$ cat config.mk
export PLATFORM = sky130hd
export DESIGN_NAME = lim_cmd_initiator
export DESIGN_NICKNAME = d
export VERILOG_FILES = /design/src/rtl/lim_cmd_initiator.sv
export SDC_FILE = /design/constraint.sdc
export NUM_CORES = 1
export LEC_CHECK = 0
export CAP_MARGIN = 20
export CELL_PAD_IN_SITES_DETAIL_PLACEMENT = 1
export CELL_PAD_IN_SITES_GLOBAL_PLACEMENT = 1
export CORE_MARGIN = 4
export CORE_UTILIZATION = 40
export CTS_BUF_LIST = sky130_fd_sc_hd__clkbuf_8
export DETAILED_ROUTE_END_ITERATION = 6
export DONT_BUFFER_PORTS = 1
export PLACE_DENSITY_LB_ADDON = 0.1
export SLEW_MARGIN = 20
export SYNTH_ARGS = -nofsm -noshare
export SYNTH_HDL_FRONTEND = slang
export SYNTH_SLANG_ARGS = --single-unit
$ cat constraint.sdc
create_clock -name clk_i -period 3.43 [get_ports clk_i]
set_input_delay 0.343 -clock clk_i [delete_from_list [all_inputs] [get_ports clk_i]]
set_output_delay 0.343 -clock clk_i [all_outputs]
set_load 0.1 [all_outputs]
$ cat src/rtl/lim_cmd_initiator.sv
// -----------------------------------------------------------------------------
// lim_cmd_initiator
// Bus-master end of data port "b" of the logic-in-memory RAM. It accepts one
// LiM command at a time and runs it as a fixed sequence on the RAM port:
//   1. program the funct cell with {asize, opcode};
//   2. issue the single or range access;
//   3. wait for the variable-latency rvalid, bounded by TIMEOUT_CYCLES;
//   4. optionally clear the funct cell back to 0;
//   5. return a response.
// Commands that would touch the funct cell itself, or whose range runs past the
// end of the RAM, are rejected with an error and cause no bus traffic.
//
// Ports
//   clk_i, rst_ni                       clock, asynchronous active-low reset
//   cmd_valid_i / cmd_ready_o           command handshake (ready only in IDLE)
//   cmd_we_i, cmd_opcode_i, cmd_asize_i command: store flag, LiM opcode, count
//   cmd_addr_i, cmd_be_i, cmd_wdata_i   start byte address, byte enables, data
//   rsp_valid_o / rsp_ready_i           response handshake, held until taken
//   rsp_rdata_o, rsp_err_o              result word, reject/timeout flag
//   en_b_o, gnt_b_o                     RAM port request (gnt mirrors en)
//   addr_b_o, wdata_b_o, we_b_o, be_b_o RAM port address, data, write, enables
//   rdata_b_i, rvalid_b_i               RAM port read data, completion
// -----------------------------------------------------------------------------
module lim_cmd_initiator #(
  parameter int ADDR_WIDTH     = 10,
  parameter int LIM_FUNCT_ADDR = (2**ADDR_WIDTH)/32-4,
  parameter int TIMEOUT_CYCLES = 1024,
  parameter int AUTO_CLEAR     = 1
) (
  input  logic                  clk_i,
  input  logic                  rst_ni,
  input  logic                  cmd_valid_i,
  output logic                  cmd_ready_o,
  input  logic                  cmd_we_i,
  input  logic [2:0]            cmd_opcode_i,
  input  logic [28:0]           cmd_asize_i,
  input  logic [ADDR_WIDTH-1:0] cmd_addr_i,
  input  logic [3:0]            cmd_be_i,
  input  logic [31:0]           cmd_wdata_i,
  output logic                  rsp_valid_o,
  input  logic                  rsp_ready_i,
  output logic [31:0]           rsp_rdata_o,
  output logic                  rsp_err_o,
  output logic                  en_b_o,
  output logic [ADDR_WIDTH-1:0] addr_b_o,
  output logic [31:0]           wdata_b_o,
  output logic                  we_b_o,
  output logic [3:0]            be_b_o,
  output logic                  gnt_b_o,
  input  logic [31:0]           rdata_b_i,
  input  logic                  rvalid_b_i
);

  localparam logic [ADDR_WIDTH-1:0] FUNCT_ADDR = ADDR_WIDTH'(LIM_FUNCT_ADDR);
  localparam int CNT_W = $clog2(TIMEOUT_CYCLES + 1);
  // Range end is computed wide enough that a huge asize can never wrap.
  localparam int SUM_W = ADDR_WIDTH + 31;

  typedef enum logic [2:0] {
    IDLE, PROG, ISSUE, WAIT, CLEAR, RESP
  } state_e;

  // Where the sequence goes once the data access has completed or timed out.
  localparam state_e AFTER_ACCESS = (AUTO_CLEAR != 0) ? CLEAR : RESP;

  state_e                  state_q, state_d;
  logic                    cmd_we_q, cmd_we_d;
  logic [2:0]              cmd_opcode_q, cmd_opcode_d;
  logic [28:0]             cmd_asize_q, cmd_asize_d;
  logic [ADDR_WIDTH-1:0]   cmd_addr_q, cmd_addr_d;
  logic [3:0]              cmd_be_q, cmd_be_d;
  logic [31:0]             cmd_wdata_q, cmd_wdata_d;
  logic [31:0]             rdata_q, rdata_d;
  logic                    err_q, err_d;
  logic [CNT_W-1:0]        cnt_q, cnt_d;

  logic [ADDR_WIDTH-1:0]   word_addr;
  logic [SUM_W-1:0]        range_end;
  logic                    is_range;
  logic                    reject;

  // Accept-time checks on the incoming command.
  always_comb begin
    word_addr = {cmd_addr_i[ADDR_WIDTH-1:2], 2'b00};
    is_range  = (cmd_asize_i >= 29'd2);
    range_end = SUM_W'(word_addr) + (SUM_W'(cmd_asize_i) << 2);
    reject    = (cmd_addr_i[ADDR_WIDTH-1:2] == FUNCT_ADDR[ADDR_WIDTH-1:2]) ||
                (is_range && (range_end > (SUM_W'(1) << ADDR_WIDTH)));
  end

  always_comb begin
    // NOTE: every signal driven here gets a default first, so no path through
    // the case statement can leave one unassigned and infer a latch.
    state_d      = state_q;
    cmd_we_d     = cmd_we_q;
    cmd_opcode_d = cmd_opcode_q;
    cmd_asize_d  = cmd_asize_q;
    cmd_addr_d   = cmd_addr_q;
    cmd_be_d     = cmd_be_q;
    cmd_wdata_d  = cmd_wdata_q;
    rdata_d      = rdata_q;
    err_d        = err_q;
    cnt_d        = cnt_q;
    cmd_ready_o  = 1'b0;
    rsp_valid_o  = 1'b0;
    rsp_rdata_o  = '0;
    rsp_err_o    = 1'b0;
    en_b_o       = 1'b0;
    addr_b_o     = '0;
    wdata_b_o    = '0;
    we_b_o       = 1'b0;
    be_b_o       = '0;

    unique case (state_q)
      IDLE: begin
        cmd_ready_o = 1'b1;
        if (cmd_valid_i) begin
          cmd_we_d     = cmd_we_i;
          cmd_opcode_d = cmd_opcode_i;
          cmd_asize_d  = cmd_asize_i;
          cmd_addr_d   = word_addr;
          cmd_be_d     = cmd_be_i;
          cmd_wdata_d  = cmd_wdata_i;
          rdata_d      = '0;
          cnt_d        = '0;
          err_d        = reject;
          state_d      = reject ? RESP : PROG;
        end
      end
      PROG: begin
        en_b_o    = 1'b1;
        we_b_o    = 1'b1;
        addr_b_o  = FUNCT_ADDR;
        wdata_b_o = {cmd_asize_q, cmd_opcode_q};
        be_b_o    = 4'hF;
        // The funct write is expected to complete in the same cycle; a missing
        // ack is remembered but the command still runs to completion.
        if (!rvalid_b_i) err_d = 1'b1;
        state_d = ISSUE;
      end
      ISSUE: begin
        en_b_o    = 1'b1;
        we_b_o    = cmd_we_q;
        addr_b_o  = cmd_addr_q;
        wdata_b_o = cmd_wdata_q;
        be_b_o    = (cmd_asize_q >= 29'd2) ? 4'hF : cmd_be_q;
        if (rvalid_b_i) begin
          rdata_d = rdata_b_i;
          state_d = AFTER_ACCESS;
        end else begin
          cnt_d   = CNT_W'(1);
          state_d = WAIT;
        end
      end
      WAIT: begin
        if (rvalid_b_i) begin
          rdata_d = rdata_b_i;
          state_d = AFTER_ACCESS;
        end else if (cnt_q == CNT_W'(TIMEOUT_CYCLES)) begin
          err_d   = 1'b1;
          state_d = AFTER_ACCESS;
        end else begin
          cnt_d = cnt_q + CNT_W'(1);
        end
      end
      CLEAR: begin
        en_b_o   = 1'b1;
        we_b_o   = 1'b1;
        addr_b_o = FUNCT_ADDR;
        be_b_o   = 4'hF;
        if (!rvalid_b_i) err_d = 1'b1;
        state_d = RESP;
      end
      RESP: begin
        rsp_valid_o = 1'b1;
        rsp_rdata_o = rdata_q;
        rsp_err_o   = err_q;
        if (rsp_ready_i) state_d = IDLE;
      end
      default: state_d = IDLE;
    endcase

    gnt_b_o = en_b_o;
  end

  // NOTE: sequential state uses non-blocking assignments so every flop samples
  // the values computed for this cycle, independent of statement order.
  always_ff @(posedge clk_i or negedge rst_ni) begin
    if (!rst_ni) begin
      state_q      <= IDLE;
      cmd_we_q     <= 1'b0;
      cmd_opcode_q <= '0;
      cmd_asize_q  <= '0;
      cmd_addr_q   <= '0;
      cmd_be_q     <= '0;
      cmd_wdata_q  <= '0;
      rdata_q      <= '0;
      err_q        <= 1'b0;
      cnt_q        <= '0;
    end else begin
      state_q      <= state_d;
      cmd_we_q     <= cmd_we_d;
      cmd_opcode_q <= cmd_opcode_d;
      cmd_asize_q  <= cmd_asize_d;
      cmd_addr_q   <= cmd_addr_d;
      cmd_be_q     <= cmd_be_d;
      cmd_wdata_q  <= cmd_wdata_d;
      rdata_q      <= rdata_d;
      err_q        <= err_d;
      cnt_q        <= cnt_d;
    end
  end

endmodule

# --- Word-level counts from Yosys, hierarchy flattened ---
# Cells that the tools add are included.
op_classes:
  addsub: 2
  muxes: 30
  bitwise: 0
  magnitude_cmp: 3
  n_reduce_logical: 14
  shift: 0
  n_div: 0
  eq_ne: 16
  multipliers: 0
ops:
  columns: ["cell", "count"]
  rows:
  - ["32-bit one-hot mux with 2 select lines", 2]
  - ["32-bit two-way mux", 3]
  - ["29-bit by 2-bit greater-or-equal comparator with 1-bit output (second input constant)", 2]
  - ["11-bit two-way mux", 4]
  - ["11-bit one-hot mux with 3 select lines", 1]
  - ["10-bit by 31-bit adder with 32-bit output", 1]
  - ["32-bit by 11-bit greater-than comparator with 1-bit output (second input constant)", 1]
  - ["10-bit one-hot mux with 2 select lines", 1]
  - ["3-bit two-way mux", 6]
  - ["3-bit one-hot mux with 6 select lines", 1]
  - ["2-bit inequality test (second input constant)", 7]
  - ["11-bit by 1-bit adder with 11-bit output (second input constant)", 1]
  - ["11-bit == test (second input constant)", 1]
  - ["5-bit AND reduction", 2]
  - ["8-bit by 3-bit == test with 1-bit output (second input constant)", 1]
  - ["1-bit two-way mux", 8]
  - ["4-bit one-hot mux with 2 select lines", 1]
  - ["3-bit by 2-bit == test with 1-bit output (second input constant)", 2]
  - ["3-bit == test (second input constant)", 2]
  - ["3-bit AND reduction", 2]
  - ["3-bit nonzero test", 2]
  - ["4-bit two-way mux", 1]
  - ["2-bit OR reduction", 2]
  - ["3-bit by 1-bit == test with 1-bit output (second input constant)", 1]
  - ["10 further kinds", 10]
totals:
  latch_bits: 0
  input_bits: 116
  ram_bits: 0
  n_memories: 0
  output_inout_bits: 84
  mem_bits_ro: 0
  ff_bits: 124

# --- Logic depth before layout (Yosys ltp) ---
logic_depth:
  depth_word: 7
  depth_mapped: 11

# --- Worst setup path before layout ---
# Ideal clock, no wire load.
synth_path:
  path_type: "register to register"
  from: "reg state_q[0]"
  to: "reg cmd_asize_q[10]"
  path_stages_with_launch: 8
  arrival_ps: 4080
  setup_slack_ps: -775
  n_path_buf: 4
  setup_ps: 125
  period_less_slack_ps: 4205
  cell_sequence: "dfrtp_1 > clkbuf_1 > nor3_1 > and2_1 > clkbuf_1 > buf_2 > buf_1 > mux2_2"
synth_via:
  elab_chain_cells: 2
synth_lines:
  columns: ["element", "line_no", "rtl"]
  rows:
  - ["from (decl)", "66", "state_e state_q, state_d;"]
  - ["from (signal assigned)", "201", "state_q <= state_d;"]
  - ["3-bit zero test", "114", "unique case (state_q)"]
  - ["2-bit AND reduction (no source line)", null, null]
  - ["to (signal assigned)", "204", "cmd_asize_q <= cmd_asize_d;"]
  - ["to (decl)", "69", "logic [28:0] cmd_asize_q, cmd_asize_d;"]
# Every way passes these cells.
# A chain may end at the register's enable or synchronous reset.

# --- Worst setup path in the final report ---
layout_path:
  from: "reg state_q[0]"
  to: "out rsp_rdata_o[4]"
layout_via:
  elab_chain_cells: 2
layout_lines:
  columns: ["element", "line_no", "rtl"]
  rows:
  - ["3-bit == test", "114", null]
  - ["32-bit two-way mux", "114", null]
  - ["to (decl)", "42", "output logic [31:0] rsp_rdata_o,"]
# Every way passes these cells.

==> results.md <==
* Buffer count from post-CTS setup fixing at 0
* FFs w/ async S/R, synth at 100%
* Root buf cell: clkbuf_8
* Fmax at 326 MHz
* Vias in the first global route at 6,081
* CP endpoint: rsp_rdata_o[4]
* Initial core utilization at 40.7%
* Critical path start-end classification: reg2out
* Power Density at 1140 mW/mm2
* Period utilisation layout at 89.4%
* Final hold violation count at 0
* Mapped cell area at 0.00675 mm2
* Area Overhead vs Synth at 24.1%
* Hpwl dp at 15.3 mm
* Worst Reg-to-Reg Cells at 6
* Reg2reg start: state_q[0]
* DRT antenna net count at 0
* Max VDD drop at 1.01 mV
* Placed Area at 0.00762 mm2
* Share of cells above drive strength 1 at 27.7%
* Chip Width at 138 um
* Routed WL per cell at 21.1 um
* Final slew viol count at 0
* Leakage at 3.73 nW
* Post-synth EDFFs at 0
* Synth top area cells: dfrtp_1, mux2_2, nand2_1, and3_1, a22o_1
* Clock sinks at 124
* Worst min path class: in2reg
* Worst Path Max Fanout at 30
* Fin worst setup slack at 0.362 ns
* First-pass GRT wire length at 32.8 mm
* DR top layer: met4
* Metal3 WL at 1.36 mm
* Die Area at 0.0190 mm2
* Final setup vio count at 0
* Clock Skew at 0.0149 ns
* Crit-path cells: inv_1 > nor2_2 > buf_4 > and3_1 > buf_4
* Core Region at 0.0166 mm2
* Number of port buffers at 0
* Max clock buf depth at 2
* WL met2 at 10.0 mm
* Synth Flop Type: dfrtp_1
* Critical-path top delay cell: dfrtp_1
* Pre-CTS WS at 0.441 ns
* Worst Path Required at 3.09 ns
* Slew @ Worst Pin at 0.996 ns
* Slew HR at 33.1%
* Area occupied by multi-input gates at 0.00345 mm2
* All-Layer GR Usage at 22.2%
* Commonest cells after routing, fill and taps aside: dfrtp_1, buf_4, nand2_1
* Yosys top cell area share at 46.0%
* # diodes at 0
* Worst Setup End Kind: primary output
* Drt initial violations at 264
* FILL cells at 1,838
* Die H at 138 um
* Post-Synthesis Cells at 683
* Drt total wl at 21.3 mm
* Cell taking the most area after synthesis: dfrtp_1
* FP Rows at 47
* Commonest non-fill, non-tap cell in the layout: dfrtp_1
* Seq/Total Area, Yosys at 46.0%
* Reg2reg end: cnt_q[5]
* Distinct cells, synth at 61
* Post-route insts no fill at 1,006
* Max cap viols at 0
* Design area at 0.00838 mm2
* WP data arrival at 2.72 ns
* Nets at 900
* Crit path time final at 3.07 ns
* Outcome: finished, final reports clean
* Post-cts sizing count at 0
* Routed vias/inst at 5.69
* CTS tree: yes
* Dpl cells at 943
* Setup slack, reg-to-reg at 0.87 ns
* DRT met1 WL at 9.67 mm
* Synthesized area per cell at 9.89 um2
* Ys Warns at 0
* Worst Hold Launch: rdata_b_i[3]
* H-Tree Level Count at 4
* DRC viols at 0
* Initial antenna violation count at 0
* RSZ-0062 raised after global routing: false
* Setup TNS Final at 0 ns
* Vias at 5,724
* Ports at 200
* CP peak stage delay at 0.61 ns
* Total CTS buffers at 17
* CTS Hold Buffers Added at 27
* Setup crit start kind: flip-flop
* CTS clk-pin slew, worst paths at 0.09 ns
* Largest net degree at the start of global routing at 125
* Clk_lat worst skew at 0.45 ns
* First-pass DRT Iterations at 4
* Crit path top cell by count: buf_4
* Register bit total from synthesis at 124
* GP Congestion at 0.880
* Crit path from: state_q[0]
* Sequential cell area at 0.00310 mm2
* GRT overflow at 0
[how the worst min path moves through the flow]
stage	endpoint	slack, ns	depth (start not counted)
finish	rdata_q[3]	0.04	2
global route	cmd_wdata_q[5]	0.0007	1
CTS	cmd_wdata_q[22]	0.0002	1
detailed placement	cmd_opcode_q[1]	0.05	0
global placement	cmd_wdata_q[1]	0.05	0
floorplan	cmd_addr_q[2]	0.05	0
[through the flow]
stage	total power (W)	util [%]	hold WS [ns]
final	0.00952	50.5	0.0396
after global routing	0.00999	50.5	0.000658
after CTS	0.00958	50.3	0.000194
after detailed placement	0.00806	45.9	0.0512
after global placement	0.00791	45.9	0.0505
after floorplan	0.00674	-	0.0474
[Yosys cell counts, types with 4 or more instances]
library cell,n
dfrtp_1,124
nand2_1,81
mux2_2,78
o21ai_0,54
and3_1,45
clkbuf_1,41
a22o_1,32
nor2_1,29
a21oi_1,20
nor4_1,18
nand3_1,15
nand4_1,14
inv_1,12
ha_1,10
nor3_1,9
or3_1,8
xnor2_1,7
nand2b_1,6
o21a_1,5
buf_1,4
nor2b_1,4
o211ai_1,4
o31ai_1,4
[area by class of cell]
class / instances / share of cell area, %
Clock inverter: 15 / 2.40
Clock buffer: 17 / 2.79
Sequential cell: 124 / 37.0
Timing Repair Buffer: 121 / 12.7
Tap cell: 220 / 3.29
Inverter: 12 / 0.538
Multi-Input combinational cell: 497 / 41.2
[per-layer routing]
layer	vias to the layer above	GRT usage, %
li1	2675	-
met5	-	0
met3	19	6.68
met2	165	35.3
met4	0	5.05
met1	2865	29.9
[report_power, final]
| group | switching [W] | internal [W] | total, W |
|---|---|---|---|
| clock | 0.000686 | 0.000748 | 0.00143 |
| combinational | 0.00389 | 0.00153 | 0.00542 |
| sequential | 0.000521 | 0.00215 | 0.00267 |
[logic make-up (layout without fill, tap and decap cells)]
group / count (synthesis) / after routing / synth area share, %
adders and majority gates: 11 / 11 / 2.15
DFF: 124 / 124 / 46.0
xor gates and xnor gates: 10 / 10 / 1.30
and+or+nand+nor: 245 / 245 / 18.8
other: 1 / 2 / 0.0555
buffers and inverters: 63 / 165 / 3.72
AOI/OAI and AO/OA: 148 / 148 / 14.6
muxes: 81 / 81 / 13.5
[flip-flops by register name, indices dropped and copies added, names as in the netlist]
name,count
cmd_we_q,1
cmd_asize_q,29
cmd_be_q,4
cmd_opcode_q,3
rdata_q,32
cnt_q,11
err_q,1
cmd_wdata_q,32
state_q,3
cmd_addr_q,8
[worst max-delay path: cells and delay by family, from the launching register on]
family / cells / cell delay (ns)
buf+inv: 3 / 1.00
flops: 1 / 0.61
simple gates: 2 / 0.66
No activity file was read; power rests on OpenSTA's default activity.
